$ cat src/rtl/ps2_rx_if.sv
// rtl/ps2_rx_if.sv - PS/2 line, enable and received-byte signal bundle
// The master side drives the PS/2 lines and rx_en; the slave is the receiver.
interface ps2_rx_if;
  logic       ps2c;
  logic       ps2d;
  logic       rx_en;
  logic [7:0] dout;
  logic       rx_done_tick;
  logic       err_tick;
  logic       parity_err;
  logic       frame_err;

  modport master (
    output ps2c, ps2d, rx_en,
    input  dout, rx_done_tick, err_tick, parity_err, frame_err
  );

  modport slave (
    input  ps2c, ps2d, rx_en,
    output dout, rx_done_tick, err_tick, parity_err, frame_err
  );
endinterface

$ cat src/rtl/ps2_rx.sv
// rtl/ps2_rx.sv - PS/2 device-to-host frame receiver
// Synchronizes and filters ps2c, shifts in 11-bit frames, checks parity/stop and times out stalls.
module ps2_rx #(
  parameter int FILTER_LEN     = 8,
  parameter int TIMEOUT_CYCLES = 50000
) (
  input  logic       clk,
  input  logic       reset,
  ps2_rx_if.slave    bus
);
  localparam int TW = $clog2(TIMEOUT_CYCLES + 1);

  typedef enum logic {IDLE, DATA} state_t;

  logic [1:0]            c_sync_q, d_sync_q;
  logic [FILTER_LEN-1:0] filt_q, filt_d;
  logic                  fc_q, fc_d;
  logic                  fall;
  logic                  bit_in;

  state_t                state_q, state_d;
  logic [3:0]            n_q, n_d;
  logic [TW-1:0]         tmo_q, tmo_d;
  // b[0] would only ever be shifted out unread, so just b[10:1] is stored.
  logic [10:1]           b_q, b_d;
  logic [10:0]           b_shift;
  logic [7:0]            dout_q, dout_d;
  logic                  done_q, done_d;
  logic                  err_q, err_d;
  logic                  perr_q, perr_d;
  logic                  ferr_q, ferr_d;
  logic                  perr_c, ferr_c;

  assign filt_d = {filt_q[FILTER_LEN-2:0], c_sync_q[1]};
  assign fc_d   = (&filt_d) ? 1'b1 : ((~|filt_d) ? 1'b0 : fc_q);
  assign fall   = fc_q & ~fc_d;
  assign bit_in = d_sync_q[1];

  assign b_shift = {bit_in, b_q[10:1]};
  assign perr_c  = ~(^{b_shift[8:1], b_shift[9]});
  assign ferr_c  = ~b_shift[10];

  always_ff @(posedge clk) begin
    if (reset) begin
      c_sync_q <= 2'b11;
      d_sync_q <= 2'b11;
      filt_q   <= '1;
      fc_q     <= 1'b1;
      state_q  <= IDLE;
      n_q      <= 4'd0;
      tmo_q    <= '0;
      b_q      <= '0;
      dout_q   <= 8'h00;
      done_q   <= 1'b0;
      err_q    <= 1'b0;
      perr_q   <= 1'b0;
      ferr_q   <= 1'b0;
    end else begin
      c_sync_q <= {c_sync_q[0], bus.ps2c};
      d_sync_q <= {d_sync_q[0], bus.ps2d};
      filt_q   <= filt_d;
      fc_q     <= fc_d;
      state_q  <= state_d;
      n_q      <= n_d;
      tmo_q    <= tmo_d;
      b_q      <= b_d;
      dout_q   <= dout_d;
      done_q   <= done_d;
      err_q    <= err_d;
      perr_q   <= perr_d;
      ferr_q   <= ferr_d;
    end
  end

  always_comb begin
    state_d = state_q;
    n_d     = n_q;
    tmo_d   = tmo_q;
    b_d     = b_q;
    dout_d  = dout_q;
    done_d  = 1'b0;
    err_d   = 1'b0;
    perr_d  = perr_q;
    ferr_d  = ferr_q;
    case (state_q)
      IDLE: begin
        if (fall && bus.rx_en && !bit_in) begin
          b_d     = b_shift[10:1];
          n_d     = 4'd9;
          tmo_d   = '0;
          state_d = DATA;
        end
      end
      DATA: begin
        if (fall) begin
          b_d   = b_shift[10:1];
          tmo_d = '0;
          if (n_q == 4'd0) begin
            state_d = IDLE;
            if (!perr_c && !ferr_c) begin
              dout_d = b_shift[8:1];
              done_d = 1'b1;
              perr_d = 1'b0;
              ferr_d = 1'b0;
            end else begin
              perr_d = perr_c;
              ferr_d = ferr_c;
              err_d  = 1'b1;
            end
          end else begin
            n_d = n_q - 4'd1;
          end
        end else if (tmo_q == TW'(TIMEOUT_CYCLES - 1)) begin
          // Counter reaches TIMEOUT_CYCLES on this edge: abort the stalled frame.
          state_d = IDLE;
          tmo_d   = '0;
          perr_d  = 1'b0;
          ferr_d  = 1'b1;
          err_d   = 1'b1;
        end else begin
          tmo_d = tmo_q + TW'(1);
        end
      end
      default: state_d = IDLE;
    endcase
  end

  assign bus.dout         = dout_q;
  assign bus.rx_done_tick = done_q;
  assign bus.err_tick     = err_q;
  assign bus.parity_err   = perr_q;
  assign bus.frame_err    = ferr_q;
endmodule

$ cat src/flat_wrapper.sv
// flat-port wrapper written by rule: the top's interface ports become plain ports
module ps2_rx_flat 
#(
  parameter int FILTER_LEN     = 8,
  parameter int TIMEOUT_CYCLES = 50000
)
  (clk, reset, bus_ps2c, bus_ps2d, bus_rx_en, bus_dout, bus_rx_done_tick, bus_err_tick, bus_parity_err, bus_frame_err);
  ps2_rx_if bus_i ();
  input  logic clk;
  input  logic reset;
  input wire logic [$bits(bus_i.ps2c)-1:0] bus_ps2c;
  input wire logic [$bits(bus_i.ps2d)-1:0] bus_ps2d;
  input wire logic [$bits(bus_i.rx_en)-1:0] bus_rx_en;
  output wire logic [$bits(bus_i.dout)-1:0] bus_dout;
  output wire logic [$bits(bus_i.rx_done_tick)-1:0] bus_rx_done_tick;
  output wire logic [$bits(bus_i.err_tick)-1:0] bus_err_tick;
  output wire logic [$bits(bus_i.parity_err)-1:0] bus_parity_err;
  output wire logic [$bits(bus_i.frame_err)-1:0] bus_frame_err;
  assign bus_i.ps2c = bus_ps2c;
  assign bus_i.ps2d = bus_ps2d;
  assign bus_i.rx_en = bus_rx_en;
  assign bus_dout = bus_i.dout;
  assign bus_rx_done_tick = bus_i.rx_done_tick;
  assign bus_err_tick = bus_i.err_tick;
  assign bus_parity_err = bus_i.parity_err;
  assign bus_frame_err = bus_i.frame_err;
  ps2_rx #(.FILTER_LEN(FILTER_LEN), .TIMEOUT_CYCLES(TIMEOUT_CYCLES)) u_core (.clk(clk), .reset(reset), .bus(bus_i));
endmodule
$ cat config.mk
export PLATFORM = sky130hd
export DESIGN_NAME = ps2_rx_flat
export DESIGN_NICKNAME = d
export VERILOG_FILES = /design/src/rtl/ps2_rx_if.sv /design/src/rtl/ps2_rx.sv /design/src/flat_wrapper.sv
export SDC_FILE = /design/constraint.sdc
export NUM_CORES = 1
export LEC_CHECK = 0
export ABC_CLOCK_PERIOD_IN_PS = 1880
export BUFFER_PORTS_ARGS = -buffer_cell sky130_fd_sc_hd__buf_2
export CORE_AREA = 2 2 77 79
export CTS_CLUSTER_DIAMETER = 50
export CTS_CLUSTER_SIZE = 28
export DETAILED_ROUTE_END_ITERATION = 10
export DIE_AREA = 0 0 79 81
export MAX_ROUTING_LAYER = met4
export PLACE_DENSITY = 0.74
export RECOVER_POWER = 100
export SLEW_MARGIN = 30
export SYNTH_ARGS = -nofsm -noshare
export SYNTH_HDL_FRONTEND = slang
export SYNTH_SLANG_ARGS = --single-unit
$ cat constraint.sdc
create_clock -name clk -period 1.88 [get_ports clk]
set_input_delay 0.094 -clock clk [delete_from_list [all_inputs] [get_ports clk]]
set_output_delay 0.094 -clock clk [all_outputs]
set_load 0.005 [all_outputs]
==> summary.txt <==
Drt
  • Met1 WL: around 2300 um
  • Post-route ant nets: 0
  • Routed len/inst: 12.74 um
  • Via count: 1950
  • Met3 wire len: approximately 110 um
  • Router iterations before antenna repair: 4
  • Routed Wire Length: 4725 um
  • Met2 WL: 2243 um
  • Number of vias per cell: ~5.3
  • DRT iter0 DRCs: 93
  • Residual DRC: 0
  • Top Metal Used: met4

Placed design
  • GPL Wtd Cong: 0.8057
  • Dpl hpwl: 3334 um
  • Input/output buffers: 16

CTS
  • Clock Tree Buf Depth: 2
  • TritonCTS buffer count: 5
  • CTS tree: yes
  • Skew-Pair Late Insertion Delay: 0.31 ns
  • TritonCTS sink count: 54
  • Root Buffer: clkbuf_8
  • Htree depth: 2
  • Clock slew at the register clock pins of the worst setup and hold paths: 0.10 ns

Critical path
  • Worst path bufs/invs: 1
  • Startpoint types: flop
  • Setup CP Type: flop to flop
  • Stages on worst setup path: 6
  • Critical path peak fanout: 22
  • Worst path required time: 2.09 ns
  • Crit-path cells: nor4bb_1 -> and4_4 -> nor4b_4 -> buf_12 -> and3_1 -> a221o_1
  • Worst setup EP type: flop
  • Critical Path End: u_core.tmo_q[11]
  • RR Startpoint: u_core.tmo_q[7]
  • Critical Path Max Stage Delay: 0.38 ns
  • Crit path max-delay family: simple AND/OR/NAND/NOR gates
  • CP startpoint: u_core.tmo_q[7]
  • R2R Setup Slk: 0.08 ns
  • RR Endpoint: u_core.tmo_q[11]
  • Slowest CP cell: nor4bb_1
  • R2R depth: 6
  • Arrival time worst endpoint: roughly 2.0 ns

Synth
  • Synth Flop Type: dfxtp_1
  • Synth async-reset ratio: 0
  • EDFF count, synth: 0
  • Netlist cell types: slightly below 60
  • Yosys Warn Count: 0
  • Seq cells post-synth: 54
  • Synth Area per Inst: 9.386 um^2
  • Cells after synthesis: 259
  • Post-synthesis sequential area ratio: 0.4447
  • Mapped Area: 2431 um^2
  • Mapped Nets: 266

Cells and area
  • Syn-to-layout area delta: 17.96%
  • Commonest cells after routing, fill and taps aside: 50 x dfxtp_1, 25 x nor2_1, 20 x a21oi_1
  • FILL cells: 540
  • Fin nets: 302
  • Layout Utilization: 0.5053
  • Layout cell share with drive strength beyond 1: 0.2365
  • Diodes inserted: 0
  • Most common cell after layout, fill and taps aside: dfxtp_1

Floorplanning
  • Initial Util: 0.4284
  • Placement Rows: 28
  • I/O pin cnt: 17
  • Die Ht: 81 um
  • Core ar.: 5675 um^2
  • Die Wd: 79 um
  • Die footprint: 6399 um^2

Timing
  • Setup Skew: about 0.0085 ns
  • Hold Violations, Final: 0
  • Fin Hold WS: 0.1484 ns
  • # setup viols final: 0
  • Fmax: 556.5 MHz
  • Final Slew Violations: 0
  • Tcrit/Tclk final: 0.9559
  • Worst slew pin tran: 0.4211 ns
  • Slew headroom: 0.7187
  • Post-layout min period: about 1.8 ns

Global route
  • Initial antenna violation count: 0
  • Gr usage total: 0.1580
  • Vias in the first global route: 1767
  • Global-route wire length before repair: 7700 um
  • Total congestion overflow: 0
  • Pin count of the biggest net entering global routing: 31

Power
  • Worst VDD drop: about 0.35 mV
  • PD cells: 696.4 nW/um^2
  • Tot Pwr: 1.997 mW
  • Leak pwr: approximately 1.1 nW

Outcome
  • Status: completed

Hold path
  • Min-delay worst type: input port to flop

Job
  • Max_cap viols: 0
[per-layer routing]
layer	vias to the layer above	track usage
met5	-	-
met4	0	0.06897
met3	10	0.03778
met2	18	0.2678
met1	912	0.1790
li1	1010	-
[registers in the layout, indices dropped and copies added (netlist names)]
name,cells
u_core.bus.frame_err,1
u_core.fc_q,1
u_core.d_sync_q,2
u_core.state_q,1
u_core.n_q,4
u_core.bus.err_tick,1
u_core.bus.parity_err,1
u_core.tmo_q,16
u_core.filt_q,7
u_core.bus.dout,8
u_core.bus.rx_done_tick,1
u_core.b_q,9
u_core.c_sync_q,2
[cells by family after synthesis]
family	share of synthesized area
simple gates	0.2578
buf+inv	0.03963
xor+xnor	0.04890
mux	0.03706
fa+ha+maj	0.01029
flops	0.4447
compound gates	0.1616
[power by group]
part           switching (mW)  internal, mW  leakage, nW  total, mW
Clock                   0.388         0.400       0.0585      0.787
Sequential            0.00685          1.15        0.438       1.16
Combinational          0.0301        0.0221        0.615     0.0522
[final cells by class]
type                       instances  area [um^2]  area share
clock buffer                       5        68.82     0.02400
clock inverter                     3        43.79     0.01527
inverter                           8        30.03     0.01047
multi-input combinational        185         1282      0.4472
sequential                        54         1086      0.3787
tap                               75        93.84     0.03272
timing repair buffer              41        262.8     0.09162
[synth_stat cells (4+ instances only)]
cell	number	area (um^2)
nand2b_1	4	25.02
nor2_1	25	93.84
mux2i_1	9	90.09
nand2_1	12	45.04
and3_1	7	43.79
or2_2	11	68.82
nand3_1	15	75.07
clkbuf_1	6	22.52
a21oi_1	20	100.1
dfxtp_1	54	1081
inv_1	7	26.28
o21ai_1	12	60.06
a31oi_1	10	62.56
[stage by stage]
stage          instances  setup slack [ns]  setup TNS, ns  cell area, um^2
2_1_floorplan        259           0.06266              0             2431
3_3_place_gp         357           0.04622              0             2694
3_5_place_dp         357           0.03453              0             2694
4_1_cts              367           0.01276              0             2826
5_1_grt              371          -0.01197       -0.01197             2868
6_report             371           0.08296              0             2868
[what timing repair did]
| action | CTS | global route |
|---|---|---|
| setup endpoints to repair | 0 | 13 |
| hold buffers | 2 | 0 |
| endpoints found under the hold margin | 2 | 0 |
| buffers inserted | 0 | 4 |
| gates resized for setup | 0 | 11 |
[worst reg2reg max path, cell delays in order (launching register included)]
cell	delay, ns
dfxtp_1	0.36
nor4bb_1	0.38
and4_4	0.33
nor4b_4	0.06
buf_12	0.17
and3_1	0.16
a221o_1	0.25
[worst min-delay path by stage]
stage / start / to / slack, ns / depth (start not counted)
6_report: reset / u_core.b_q[7] / 0.15 / 2
5_1_grt: reset / u_core.b_q[4] / 0.17 / 2
4_1_cts: reset / u_core.b_q[10] / 0.14 / 2
3_5_place_dp: bus_ps2c / u_core.c_sync_q[0] / 0.28 / 2
3_3_place_gp: bus_ps2c / u_core.c_sync_q[0] / 0.28 / 2
2_1_floorplan: bus_ps2c / u_core.c_sync_q[0] / 0.20 / 1
Note: power is estimated with default switching activity, not from simulation.
